--- src/rtl/readout_sequencer_pkg.sv ---
// Shared definitions for the readout sequencer: FSM state encoding and the
// frame-length helper.
package readout_pkg;

  typedef logic [1:0] state_t;

  localparam state_t ST_IDLE  = 2'd0;
  localparam state_t ST_LATCH = 2'd1;
  localparam state_t ST_LOAD  = 2'd2;
  localparam state_t ST_SHIFT = 2'd3;

  // Cycles with busy high: one LATCH cycle, then a LOAD plus COUNT_W shifts per channel.
  function automatic int unsigned frame_len(input int unsigned num_ch,
                                            input int unsigned count_w);
    return 1 + num_ch * (1 + count_w);
  endfunction

endpackage

--- src/rtl/readout_sequencer_if.sv ---
// Counter-bank and serial-pin bundle between the readout sequencer (master)
// and the counter bank / pad ring (slave).
interface readout_sequencer_if #(
  parameter int COUNT_W = 16,
  parameter int ADDR_W  = 4
);
  logic [ADDR_W-1:0]  addr;
  logic               latch;
  logic [COUNT_W-1:0] cnt_data;
  logic               sl_out;
  logic               serial_out;

  modport master (
    output addr,
    output latch,
    output sl_out,
    output serial_out,
    input  cnt_data
  );

  modport slave (
    input  addr,
    input  latch,
    input  sl_out,
    input  serial_out,
    output cnt_data
  );
endinterface

--- src/rtl/readout_sequencer_rtc_edge_sync.sv ---
// Two-flop synchroniser for the asynchronous RTC pin with a third flop for
// rising-edge detection.
module rtc_edge_sync (
  input  logic clk,
  input  logic reset,
  input  logic async_in,
  output logic rise
);
  // [0] = first sync stage, [1] = second sync stage, [2] = edge-detect history
  logic [2:0] sync_q;
  logic [2:0] sync_d;

  always_comb begin
    sync_d = {sync_q[1:0], async_in};
  end

  always_ff @(posedge clk) begin
    if (reset) begin
      sync_q <= 3'b000;
    end else begin
      sync_q <= sync_d;
    end
  end

  assign rise = sync_q[1] & ~sync_q[2];

endmodule

--- src/rtl/readout_sequencer.sv ---
// Readout frame scheduler: on each synchronised RTC tick, latches the counter
// bank and shifts every channel count out MSB-first with a load marker.
module readout_sequencer
  import readout_pkg::*;
#(
  parameter int NUM_CH  = 8,
  parameter int COUNT_W = 16,
  parameter int ADDR_W  = 4
) (
  input  logic                 clk,
  input  logic                 reset,
  input  logic                 ena,
  input  logic                 rtc,
  input  logic                 ovf_clr,
  readout_sequencer_if.master  bus,
  output logic                 busy,
  output logic                 frame_done,
  output logic                 ovf_rtc
);

  localparam int                BIT_W   = $clog2(COUNT_W);
  localparam logic [ADDR_W-1:0] LAST_CH = ADDR_W'(NUM_CH - 1);
  localparam logic [BIT_W-1:0]  BIT_MAX = BIT_W'(COUNT_W - 1);

  if (NUM_CH < 2 || NUM_CH > 16 || COUNT_W < 2 || (2 ** ADDR_W) < NUM_CH) begin : g_bad_param
    $error("readout_sequencer: illegal NUM_CH/COUNT_W/ADDR_W combination");
  end

  state_t             state_q,      state_d;
  logic [ADDR_W-1:0]  addr_q,       addr_d;
  logic [BIT_W-1:0]   bit_q,        bit_d;
  logic [COUNT_W-1:0] sr_q,         sr_d;
  logic               latch_q,      latch_d;
  logic               sl_out_q,     sl_out_d;
  logic               serial_q,     serial_d;
  logic               busy_q,       busy_d;
  logic               frame_done_q, frame_done_d;
  logic               ovf_q,        ovf_d;

  logic rtc_rise;
  logic last_bit;
  logic last_ch;
  logic ovf_set;

  rtc_edge_sync u_rtc_sync (
    .clk      (clk),
    .reset    (reset),
    .async_in (rtc),
    .rise     (rtc_rise)
  );

  assign last_bit = (bit_q == '0);
  assign last_ch  = (addr_q == LAST_CH);

  always_comb begin
    state_d      = state_q;
    addr_d       = addr_q;
    bit_d        = bit_q;
    sr_d         = sr_q;
    frame_done_d = 1'b0;

    case (state_q)
      ST_IDLE: begin
        addr_d = '0;
        // The frame_done cycle still counts as part of the old frame.
        if (rtc_rise && ena && !frame_done_q) begin
          state_d = ST_LATCH;
        end
      end
      ST_LATCH: begin
        state_d = ST_LOAD;
      end
      ST_LOAD: begin
        sr_d    = bus.cnt_data;
        bit_d   = BIT_MAX;
        state_d = ST_SHIFT;
      end
      default: begin
        sr_d  = sr_q << 1;
        bit_d = bit_q - 1'b1;
        if (last_bit) begin
          if (last_ch) begin
            addr_d       = '0;
            frame_done_d = 1'b1;
            state_d      = ST_IDLE;
          end else begin
            addr_d  = addr_q + 1'b1;
            state_d = ST_LOAD;
          end
        end
      end
    endcase
  end

  // Outputs are registered from the next state so they are glitch-free pins.
  always_comb begin
    latch_d  = (state_d == ST_LATCH);
    sl_out_d = (state_d == ST_LOAD);
    busy_d   = (state_d != ST_IDLE);
    serial_d = (state_d == ST_SHIFT) ? sr_d[COUNT_W-1] : 1'b0;
  end

  // A tick is dropped whenever a frame owns the sequencer, including frame_done.
  always_comb begin
    ovf_set = rtc_rise && ((state_q != ST_IDLE) || frame_done_q);
    ovf_d   = ovf_set | (ovf_q & ~ovf_clr);
  end

  always_ff @(posedge clk) begin
    if (reset) begin
      state_q      <= ST_IDLE;
      addr_q       <= '0;
      bit_q        <= '0;
      latch_q      <= 1'b0;
      sl_out_q     <= 1'b0;
      serial_q     <= 1'b0;
      busy_q       <= 1'b0;
      frame_done_q <= 1'b0;
      ovf_q        <= 1'b0;
    end else begin
      state_q      <= state_d;
      addr_q       <= addr_d;
      bit_q        <= bit_d;
      latch_q      <= latch_d;
      sl_out_q     <= sl_out_d;
      serial_q     <= serial_d;
      busy_q       <= busy_d;
      frame_done_q <= frame_done_d;
      ovf_q        <= ovf_d;
    end
  end

  always_ff @(posedge clk) begin
    sr_q <= sr_d;
  end

  assign bus.addr       = addr_q;
  assign bus.latch      = latch_q;
  assign bus.sl_out     = sl_out_q;
  assign bus.serial_out = serial_q;
  assign busy           = busy_q;
  assign frame_done     = frame_done_q;
  assign ovf_rtc        = ovf_q;

endmodule

--- src/flat_wrapper.sv ---
// flat-port wrapper written by rule: the top's interface ports become plain ports
module readout_sequencer_flat import readout_pkg::*;
#(
  parameter int NUM_CH  = 8,
  parameter int COUNT_W = 16,
  parameter int ADDR_W  = 4
)
  (clk, reset, ena, rtc, ovf_clr, busy, frame_done, ovf_rtc, bus_addr, bus_latch, bus_sl_out, bus_serial_out, bus_cnt_data);
  readout_sequencer_if #(.COUNT_W(COUNT_W), .ADDR_W(ADDR_W)) bus_i ();
  input  logic clk;
  input  logic reset;
  input  logic ena;
  input  logic rtc;
  input  logic ovf_clr;
  output logic busy;
  output logic frame_done;
  output logic ovf_rtc;
  output wire logic [$bits(bus_i.addr)-1:0] bus_addr;
  output wire logic [$bits(bus_i.latch)-1:0] bus_latch;
  output wire logic [$bits(bus_i.sl_out)-1:0] bus_sl_out;
  output wire logic [$bits(bus_i.serial_out)-1:0] bus_serial_out;
  input wire logic [$bits(bus_i.cnt_data)-1:0] bus_cnt_data;
  assign bus_addr = bus_i.addr;
  assign bus_latch = bus_i.latch;
  assign bus_sl_out = bus_i.sl_out;
  assign bus_serial_out = bus_i.serial_out;
  assign bus_i.cnt_data = bus_cnt_data;
  readout_sequencer #(.NUM_CH(NUM_CH), .COUNT_W(COUNT_W), .ADDR_W(ADDR_W)) u_core (.clk(clk), .reset(reset), .ena(ena), .rtc(rtc), .ovf_clr(ovf_clr), .bus(bus_i), .busy(busy), .frame_done(frame_done), .ovf_rtc(ovf_rtc));
endmodule
--- config.mk ---
export PLATFORM = sky130hd
export DESIGN_NAME = readout_sequencer_flat
export DESIGN_NICKNAME = d
export VERILOG_FILES = /design/src/rtl/readout_sequencer_pkg.sv /design/src/rtl/readout_sequencer_if.sv /design/src/rtl/readout_sequencer_rtc_edge_sync.sv /design/src/rtl/readout_sequencer.sv /design/src/flat_wrapper.sv
export SDC_FILE = /design/constraint.sdc
export NUM_CORES = 1
export LEC_CHECK = 0
export CORE_MARGIN = 2
export CORE_UTILIZATION = 44
export CTS_BUF_LIST = sky130_fd_sc_hd__clkbuf_2 sky130_fd_sc_hd__clkbuf_4 sky130_fd_sc_hd__clkbuf_8
export DETAILED_ROUTE_END_ITERATION = 10
export PLACE_DENSITY = 0.7
export SYNTH_ARGS = -nofsm -noshare
export SYNTH_HDL_FRONTEND = slang
export SYNTH_SLANG_ARGS = --single-unit
--- constraint.sdc ---
create_clock -name clk -period 1.8 [get_ports clk]
set_input_delay 0.27 -clock clk [delete_from_list [all_inputs] [get_ports clk]]
set_output_delay 0.27 -clock clk [all_outputs]
set_load 0.01 [all_outputs]
Word level (Yosys, flattened, before mapping)
Index checks and enable logic that the tools add are counted.

Flip-flop bits (word level): 35. Bits of input ports: 21. Output and inout port bits: 10. Logic and storage cells: 53.

Add/subtract/negate cells: 2. Equal/unequal tests: 6. Muxes and demuxes: 10. Bitwise operators: 8. Reductions and logical operators: 15.

Operators with widths (number): case mux 16 bit (2 select lines) (1); case mux 4 bit (2 select lines) (2); 2-to-1 mux 4 bit (2); == test 2 bit, second input constant (3); 2-to-1 mux 2 bit (3); case mux 2 bit (3 select lines) (1); nonzero test 2 bit (3); OR reduction 2 bit (3); NOT 1 bit (5); OR reduction 5 bit (1); adder 4 x 1 -> 4 bit, second input constant (1); == test 2 x 1 -> 1 bit, second input constant (2); == test 4 x 3 -> 1 bit, second input constant (1); logical NOT 4 bit (1); subtractor 4 x 1 -> 4 bit, second input constant (1); logical AND 1 bit (3); bitwise AND 1 bit (2); logical NOT 2 bit (1); AND reduction 2 bit (1); logical NOT 1 bit (1); logical OR 1 bit (1); 2-to-1 mux 1 bit (1); OR 1 bit (1).

Logic depth before layout (Yosys ltp)
Gate-level depths: netlist (run 1).

Word-level depth: 9. Mapped depth: 7. Mapped depth without buffers: 7.

Cells and area by module
From an unflattened synthesis (run 1), not the netlist that was laid out.

Cell total of the unflattened synthesis: 132. Area, all modules: 1541.5 um2.

Modules (own cells, without submodules): readout_sequencer (times used 1, cells an instance 125, area an instance 1453.9 um2, seq. area each 790.8 um2); rtc_edge_sync (times used 1, cells an instance 7, area an instance 87.6 um2, seq. area each 60.1 um2).

Worst setup path after synthesis (run 1)
Ideal clock, no wire load.

Kind: flip-flop to flip-flop. Start point: register u_core.state_q[0]. End point: register u_core.bit_q[3]. Library setup time: 0.091 ns. Arrival: 1.594 ns. Data required time: 1.709 ns. Path slack: 0.115 ns. Stages on the path, launching flop included: 8. Path buffers: 0. Period minus slack after synthesis: 1.685 ns. Cells stage by stage: dfxtp_1 -> inv_1 -> ha_1 -> or2_4 -> clkinv_2 -> o21a_1 -> nor2_1 -> a311oi_1.

Word-level cells in the longest chain between the ends: 3. Elaborated cells on any way between the ends: 5. Classes of those cells: eq/ne: 2; mux: 1; reduce/logical: 2.

Ends and longest elaborated chain: from (decl) (line readout_sequencer.sv:29) `state_t state_q, state_d;`; from (signal assigned) (line readout_sequencer.sv:121) `state_q <= state_d;`; == test 2 x 1 -> 1 bit or logical NOT 2 bit (tied branches) (line readout_sequencer.sv:62) `case (state_q)`; OR reduction 2 bit (no source line); case mux 4 bit (2 select lines) (line readout_sequencer.sv:62); to (signal assigned) (line readout_sequencer.sv:123) `bit_q <= bit_d;`; to (decl) (line readout_sequencer.sv:31) `logic [BIT_W-1:0] bit_q, bit_d;`.

Parallel ways exist; a longest one is shown, timed or not. A chain may end at the register's enable or synchronous reset.

Worst setup path after layout (run 1)
Start point: register u_core.bit_q[0]. End point: register u_core.latch_q, in the netlist u_core.bus.latch.

Word-level cells in the longest chain between the ends: 4.

Ends and longest elaborated chain: logical NOT 4 bit (line readout_sequencer.sv:52) `assign last_bit = (bit_q == '0);`; 2-to-1 mux 2 bit (line readout_sequencer.sv:81) `if (last_bit) begin`; case mux 2 bit (3 select lines) (line readout_sequencer.sv:62); == test 2 x 1 -> 1 bit (line readout_sequencer.sv:97) `latch_d = (state_d == ST_LATCH);`; to (signal assigned) (line readout_sequencer.sv:124) `latch_q <= latch_d;`; to (decl) (line readout_sequencer.sv:33) `logic latch_q, latch_d;`.

Every way passes these cells.

==> results.env, run 1 <==
STATUS='finished clean'
GROUTE.USAGE.OVERALL_PCT=17.31
WORST_SLACK_NS=0.1397
CELL_FAMILY_CONTRIBUTING_THE_MOST_DELAY_ON_THE_CRITICAL_PATH='simple AND/OR/NAND/NOR gates'
SYNTH_FP_NETS=156
DRT_PASS1_ITERATIONS=4
SYNTH-EDFF-COUNT=15
DRIVE_ABOVE_1_SHARE_PCT=14.97
YS_DOMINANT_REG_CELL='dfxtp_1'
LAYOUT_COMMONEST_CELL='clkdlybuf4s50_1'
DRT-VIAS-PER-INSTANCE=5.296
POWER_DENSITY_nW_PER_UM2=1412
WL_MET1_MM=1.369
POWER_LEAKAGE_uW=0.0007156
CRITPATHCAPTURETYPE='flip-flop'
COREAREA_UM2=3337
MAXCLOCKFREQUENCY_GHz=0.6023
MAXIMUM_COUNT_OF_CLOCK_BUFFERS_ALONG_A_SINGLE_PATH=2
SETUP_SLACK_AFTER_PLACEMENT_NS=0.1045
ROUTED_WL_MM=2.988
CLKTRANSATPATHREGS_NS=0.10
TIMING.CRITICAL_PATH.REQUIRED_NS=2.05
ANTENNA_FOUND_INITIAL=0
DIE_W_UM=62.85
TIMING.CRITICAL_PATH.BUF_INV=1
CRIT_CHAIN='inv_1 -> ha_1 -> nor3b_4 -> or2_1 -> a31oi_4 -> nor3b_2'
WORST_SLEW_PIN_SLEW_NS=0.5287
GRT_START_MAX_NET_PINS=18
YS_WARN_COUNT=0
CRITICAL-PATH-MAX-STAGE-DELAY_NS=0.38
TRITONCTS='yes'
ROUTED-WL-MET3_UM=192
FIN_UTIL_PCT=58.94
NETLIST_AREA_BEFORE_PLACEMENT_UM2=1524
ROUTE.VIAS.TOTAL=1128
WORST_SKEW_PAIR.LATE_LATENCY_NS=0.32
WORST-SETUP-PATH-TYPE='reg2reg'
GRT.OVERFLOW.TOTAL=0
DRV.MAX_CAP_VIOLATION_COUNT=0
WORSTHOLDSTART='u_core.u_rtc_sync.sync_q[0]'
TIMING.SETUP.TNS_NS=0
POST_SYNTH_NUM_CELL_TYPES=39
FINAL_MAX_SLEW_VIOL_COUNT=0
MULTI_INPUT_COMB_AREA_UM2=619.3
HOLD_VIOL_FINAL=0
YS_SEQ_AREA_SHARE_PCT=55.83
CRIT-REG2REG-LAUNCH='u_core.bit_q[0]'
FINALSETUPVIOLCOUNT=0
TOPMOST_LAYER_WITH_ROUTED_SIGNAL_WIRES='met4'
GP_ROUTABILITY_CONGESTION=0.7614
CRITICAL_PATH.MAX_FANOUT=7
NUMBER_OF_BUFFERS_CREATED_BY_CTS=5
IR_DROP_mV=0.6558
FINAL_NET_COUNT=193
SYNTHESIZED_NETLIST_CELL_COUNT=129
WORST_CLOCK_SKEW_NS=0.006408
WORSTSETUPSTARTPOINTTYPE='flip-flop'
SETUP.WORST_PATH.START='u_core.bit_q[0]'
MIN_PERIOD_OVER_PERIOD_PCT=92.24
ASYNC_RESET_FF_SHARE_PCT=0
DIE_H_UM=62.85
WORST_CASE_HEADROOM_TO_THE_MAX_SLEW_LIMIT_PCT=64.72
LEADING_CELL_TYPES_IN_THE_LAYOUT_FILL_AND_TAPS_EXCLUDED='30 x clkdlybuf4s50_1, 19 x dfxtp_1, 15 x edfxtp_1'
DIEAREA_UM2=3950
CTS.HTREE.LEVELS=2
INITIALDRTVIOLATIONCOUNT=53
MIN_PATH_TYPE='reg2reg'
ROUTEDWLPERCELL_UM=14.03
POSTROUTEANTENNANETS=0
AVERAGE_FOOTPRINT_OF_A_SYNTHESIZED_CELL_UM2=11.81
GRT_PASS1_VIAS=1134
PORT_BUFFERS=30
CTS_SINKS=35
FILLER_CELL_COUNT=298
INITIAL_UTILIZATION_PCT=45.67
RSZ0062_AT_GRT='false'
DRC_VIOLATION_COUNT_AFTER_ROUTING=0
ANTENNADIODECOUNT=0
POSTSYNTHREGISTERBITS=35
FINAL-SEQ-AREA_UM2=852.1
ROOT_BUFFER_SELECTED_BY_CTS='clkbuf_4'
CP.ARRIVAL_NS=1.91
ESTIMATED_WIRELENGTH_OF_THE_DETAIL_PLACED_DESIGN_MM=2.160
IO_PINS=31
ROUTE.MET2.WL_MM=1.383
FINAL.MIN_CLOCK_PERIOD_NS=1.660
CORE.ROWCOUNT=21
AREA_GROWTH_PCT=29.06
GRT_PASS1_WL_MM=5.306
CPMAXSTAGEDELAYCELL='dfxtp_1'
## report_power, final
group | leakage, µW | internal (µW) | total [µW] | switching [µW]
sequential | 0.000306 | 1120 | 1220 | 101
clock | 0.0000307 | 160 | 388 | 228
combinational | 0.000379 | 541 | 1170 | 627
## timing repair
action	CTS	global route
gates resized for setup	0	2
endpoints found under the hold margin	0	0
setup buffers	0	1
hold buffers	0	0
endpoints found under the setup margin	0	15
## per-stage QoR
| stage | total power [µW] | instance area, µm² | hold WS [ns] | cells |
|---|---|---|---|---|
| after floorplan | 1974 | 1524 | 0.3982 | 129 |
| after global placement | 2337 | 1903 | 0.4167 | 204 |
| after detailed placement | 2392 | 1903 | 0.4305 | 204 |
| after CTS | 2789 | 1956 | 0.4550 | 212 |
| after global routing | 2994 | 1967 | 0.4522 | 213 |
| final | 2777 | 1967 | 0.4526 | 213 |
## cell usage after synthesis, drive strengths merged, types with 2 or more instances
library cell  instances  area share, %
clkbuf                4            1.1
a311oi                3            1.7
a22oi                 2           0.98
a21oi                 7            2.3
nor2                 13            3.2
o21ai                 3           0.98
nor2b                 4            1.6
a22o                 13            7.5
nor3b                 4            3.7
inv                   6            1.5
ha                    6            4.9
nand2b                2           0.82
nand3b                2           0.98
nor4                  2           0.82
edfxtp               15             30
dfxtp                20             26
nand2                 4            1.1
or2                   2           0.99
buf                   2           0.82
## logic make-up after synthesis
| logic type | after synthesis | synth area share (%) |
|---|---|---|
| AND/OR/NAND/NOR | 40 | 17.00 |
| AO/OA/AOI/OAI | 35 | 18.55 |
| flip-flops | 35 | 55.83 |
| buffers and inverters | 13 | 3.694 |
| adder cells (fa/ha/maj) | 6 | 4.926 |
## final timing paths
kind                                               endpoint  slack, ns  depth (start not counted)
worst min-delay path            u_core.u_rtc_sync.sync_q[1]       0.45                          1
worst max-delay path                       u_core.bus.latch       0.14                          6
worst max register to register             u_core.bus.latch       0.14                          6
worst min register to register  u_core.u_rtc_sync.sync_q[1]       0.45                          1
## layout make-up
class | instances | share of cell area, %
Sequential cell | 35 | 43.32
Tap cell | 46 | 2.926
Inverter | 7 | 1.399
Multi-Input combinational cell | 81 | 31.49
Timing Repair Buffer | 36 | 18.19
Clock buffer | 6 | 2.290
Clock inverter | 2 | 0.3817
## state kept, by name (all words and copies together) (netlist names)
| register | flops |
|---|---|
| u_core.sr_q | 16 |
| u_core.bus.sl_out | 1 |
| u_core.u_rtc_sync.sync_q | 3 |
| u_core.ovf_rtc | 1 |
| u_core.busy | 1 |
| u_core.state_q | 2 |
| u_core.bus.serial_out | 1 |
| u_core.bit_q | 4 |
| u_core.bus.latch | 1 |
| u_core.bus.addr | 4 |
| u_core.frame_done | 1 |
## layer usage
layer  global-route usage (%)  vias to the layer above
li1                         -                      553
met1                    21.86                      532
met2                    25.67                       39
met3                    8.288                        4
met4                    6.389                        0
met5                        0                        -
Note: power is estimated with default switching activity, not from simulation.
==> inputs of run 2 (changes only) <==
RECOVER_POWER = 50   (was not set)
SETUP_SLACK_MARGIN = 0.1   (was not set)
==> run 2 against run 1 <==
Compared with the run above:
- cell count up 1.9%
- via count is 1.5% higher
- clock power increased by 1%
- worst hold slack better by 0.0029 ns
- first-iteration DRC count did not move
==> results.env, run 2 (synthesis gave the netlist of run 1 again) <==
WORSTSETUPSTARTPOINTTYPE='flip-flop'
REG2REG_SETUP_SLACK_NS=0.11  # -0.03 ns
GRT.OVERFLOW.TOTAL=0  # unchanged
HOLD_VIOL_FINAL=0  # unchanged
CORE.ROWCOUNT=21  # unchanged
WHS_PATH_DEPTH=1  # unchanged
TIMING.SETUP.TNS_NS=0  # unchanged
R2R_CELLS=8  # +2
CELL_FAMILY_CONTRIBUTING_THE_MOST_DELAY_ON_THE_CRITICAL_PATH='simple AND/OR/NAND/NOR gates'
CRITICAL_PATH.MAX_FANOUT=8  # +1
DRIVE_ABOVE_1_SHARE_PCT=18.71  # +3.7 points
CRITPATHCAPTURETYPE='flip-flop'
TRITONCTS='yes'
DIE_H_UM=62.85  # unchanged
FINAL_NET_COUNT=197  # +2.1%
WORST_SLEW_PIN_SLEW_NS=0.5245  # -0.004194 ns
CTS_SINKS=35  # unchanged
DIEAREA_UM2=3950  # unchanged
STATUS='finished clean'
PLACE_INST=204  # unchanged
STDCELL_COUNT=217  # +1.9%
WORST-SETUP-PATH-TYPE='reg2reg'
LAYOUT_COMMONEST_CELL='clkdlybuf4s50_1'
ROOT_BUFFER_SELECTED_BY_CTS='clkbuf_4'
ESTIMATED_WIRELENGTH_OF_THE_DETAIL_PLACED_DESIGN_MM=2.160  # unchanged
COREAREA_UM2=3337  # unchanged
IO_PINS=31  # unchanged
ANTENNA_FOUND_INITIAL=0  # unchanged
CRITICAL-PATH-MAX-STAGE-DELAY_NS=0.36  # -0.02 ns
INITIALDRTVIOLATIONCOUNT=53  # unchanged
CPMAXSTAGEDELAYCELL='dfxtp_2'
MULTI_INPUT_COMB_AREA_UM2=620.6  # +0.20%
ROUTEDWLPERCELL_UM=14.11  # +0.55%
FINAL-SEQ-AREA_UM2=855.8  # +0.44%
LARGEST_REGISTER_FFS=16  # unchanged
ANTENNADIODECOUNT=0  # unchanged
FINAL.MIN_CLOCK_PERIOD_NS=1.686  # +0.02519 ns
FINAL_MAX_SLEW_VIOL_COUNT=0  # unchanged
MIN_PERIOD_OVER_PERIOD_PCT=93.64  # +1.4 points
POWER_DENSITY_nW_PER_UM2=1434  # +1.6%
RSZ0062_AT_GRT='true'
POWER_LEAKAGE_uW=0.0007408  # +3.5%
HOLD_PATH_END='u_core.u_rtc_sync.sync_q[1]'
GRT_PASS1_WL_MM=5.299  # -0.13%
DRC_VIOLATION_COUNT_AFTER_ROUTING=0  # unchanged
WORST_CASE_HEADROOM_TO_THE_MAX_SLEW_LIMIT_PCT=65.00  # +0.28 points
DIE_W_UM=62.85  # unchanged
MAXIMUM_COUNT_OF_CLOCK_BUFFERS_ALONG_A_SINGLE_PATH=2  # unchanged
WORSTHOLDSTART='u_core.u_rtc_sync.sync_q[0]'
MAX_FLOP_REGISTER='u_core.sr_q'
PORT_BUFFERS=30  # unchanged
LEADING_CELL_TYPES_IN_THE_LAYOUT_FILL_AND_TAPS_EXCLUDED='25 x clkdlybuf4s50_1, 16 x dfxtp_1, 15 x edfxtp_1'
GRT_START_MAX_NET_PINS=18  # unchanged
GP_ROUTABILITY_CONGESTION=0.7614  # unchanged
WORST_SKEW_PAIR.LATE_LATENCY_NS=0.33  # about the same
CRIT_CHAIN='inv_1 -> ha_2 -> nor3b_4 -> buf_4 -> or2_4 -> a31oi_4 -> buf_4 -> nor2_1'
FILLER_CELL_COUNT=298  # unchanged
CTS.HTREE.LEVELS=2  # unchanged
POSTROUTEANTENNANETS=0  # unchanged
DRT-VIAS-PER-INSTANCE=5.276  # -0.36%
GRT_PASS1_VIAS=1126  # -0.71%
ROUTE.VIAS.TOTAL=1145  # +1.5%
DRT_PASS1_ITERATIONS=4  # unchanged
FIN_UTIL_PCT=59.66  # +0.71 points
DRV.MAX_CAP_VIOLATION_COUNT=0  # unchanged
TIMING.CRITICAL_PATH.BUF_INV=3  # +2
AREA_GROWTH_PCT=30.62
TIMING.CRITICAL_PATH.MODE_CELL='buf_4'
CLKTRANSATPATHREGS_NS=0.10  # about the same
CP.ARRIVAL_NS=1.90  # about the same
GROUTE.USAGE.OVERALL_PCT=17.27  # -0.038 points
WORST_CLOCK_SKEW_NS=0.009008  # +0.002600 ns
IR_DROP_mV=0.6260  # -4.5%
MIN_PATH_TYPE='reg2reg'
MAXCLOCKFREQUENCY_GHz=0.5933  # -1.5%
TIMING.CRITICAL_PATH.REQUIRED_NS=2.01  # -0.04 ns
NUMBER_OF_BUFFERS_CREATED_BY_CTS=5  # unchanged
CRIT-REG2REG-LAUNCH='u_core.bit_q[0]'
INITIAL_UTILIZATION_PCT=45.67  # unchanged
CRITICAL_PATH.REG2REG.ENDPOINT='u_core.state_q[1]'
FINALSETUPVIOLCOUNT=0  # unchanged
ROUTED_WL_MM=3.061  # +2.4%
run 2: cell count changes in the layout (fill, tap and decap cells not counted), sizes merged:
cell           before  now
buf                 6    7
dlygate4sd3         0    5
clkdlybuf4s50      30   25
clkbuf              6    9
run 2: how the worst max path moves through the flow:
stage / startpoint / slack, ns / cells after the start / end
floorplan: u_core.state_q[0] / 0.11 / 7 / u_core.bit_q[3]
global placement: ena / 0.10 / 5 / u_core.bus.serial_out
detailed placement: u_core.state_q[0] / 0.10 / 3 / u_core.sr_q[11]
CTS: u_core.bit_q[0] / 0.12 / 6 / u_core.bus.latch
global route: u_core.bit_q[0] / 0.06 / 8 / u_core.bus.serial_out
finish: u_core.bit_q[0] / 0.11 / 8 / u_core.state_q[1]
run 2: power by group:
group          switching (µW)  internal [µW]
registers                 101           1120
logic                     643            593
clock network             234            160
total                     978           1880
run 2: timing repair:
| action | CTS | global route |
|---|---|---|
| hold endpoints to repair | 0 | 0 |
| setup endpoints to repair | 14 | 8 |
| pin swaps | 0 | 2 |
| gates resized for setup | 2 | 9 |
| setup buffers | 0 | 5 |
| hold buffers | 0 | 0 |
run 2: stage by stage:
stage	hold slack (ns)	setup slack, ns	cell area (µm²)	total power (µW)
after global routing	0.4519	0.05663	1991	3060
after detailed placement	0.4305	0.1045	1903	2392
after CTS	0.4550	0.1180	1959	2793
after global placement	0.4167	0.1002	1903	2337
after floorplan	0.3982	0.1147	1524	1974
final	0.4555	0.1145	1991	2854
run 2: routing by layer:
metal  global-route usage (%)  share of wire (%)  vias up
li1                         -                  -      561
met1                    21.86                 48      550
met2                    25.54                 46       30
met3                    8.288                5.7        4
met4                    6.389                1.2        0
met5                        0                  0        -
run 2: layout make-up:
cell class                 instances  area share [%]
multi-input combinational         81           31.18
timing repair buffer              40           18.92
clock inverter                     2          0.3771
tap                               46           2.891
inverter                           7           1.383
clock buffer                       6           2.263
sequential                        35           42.99
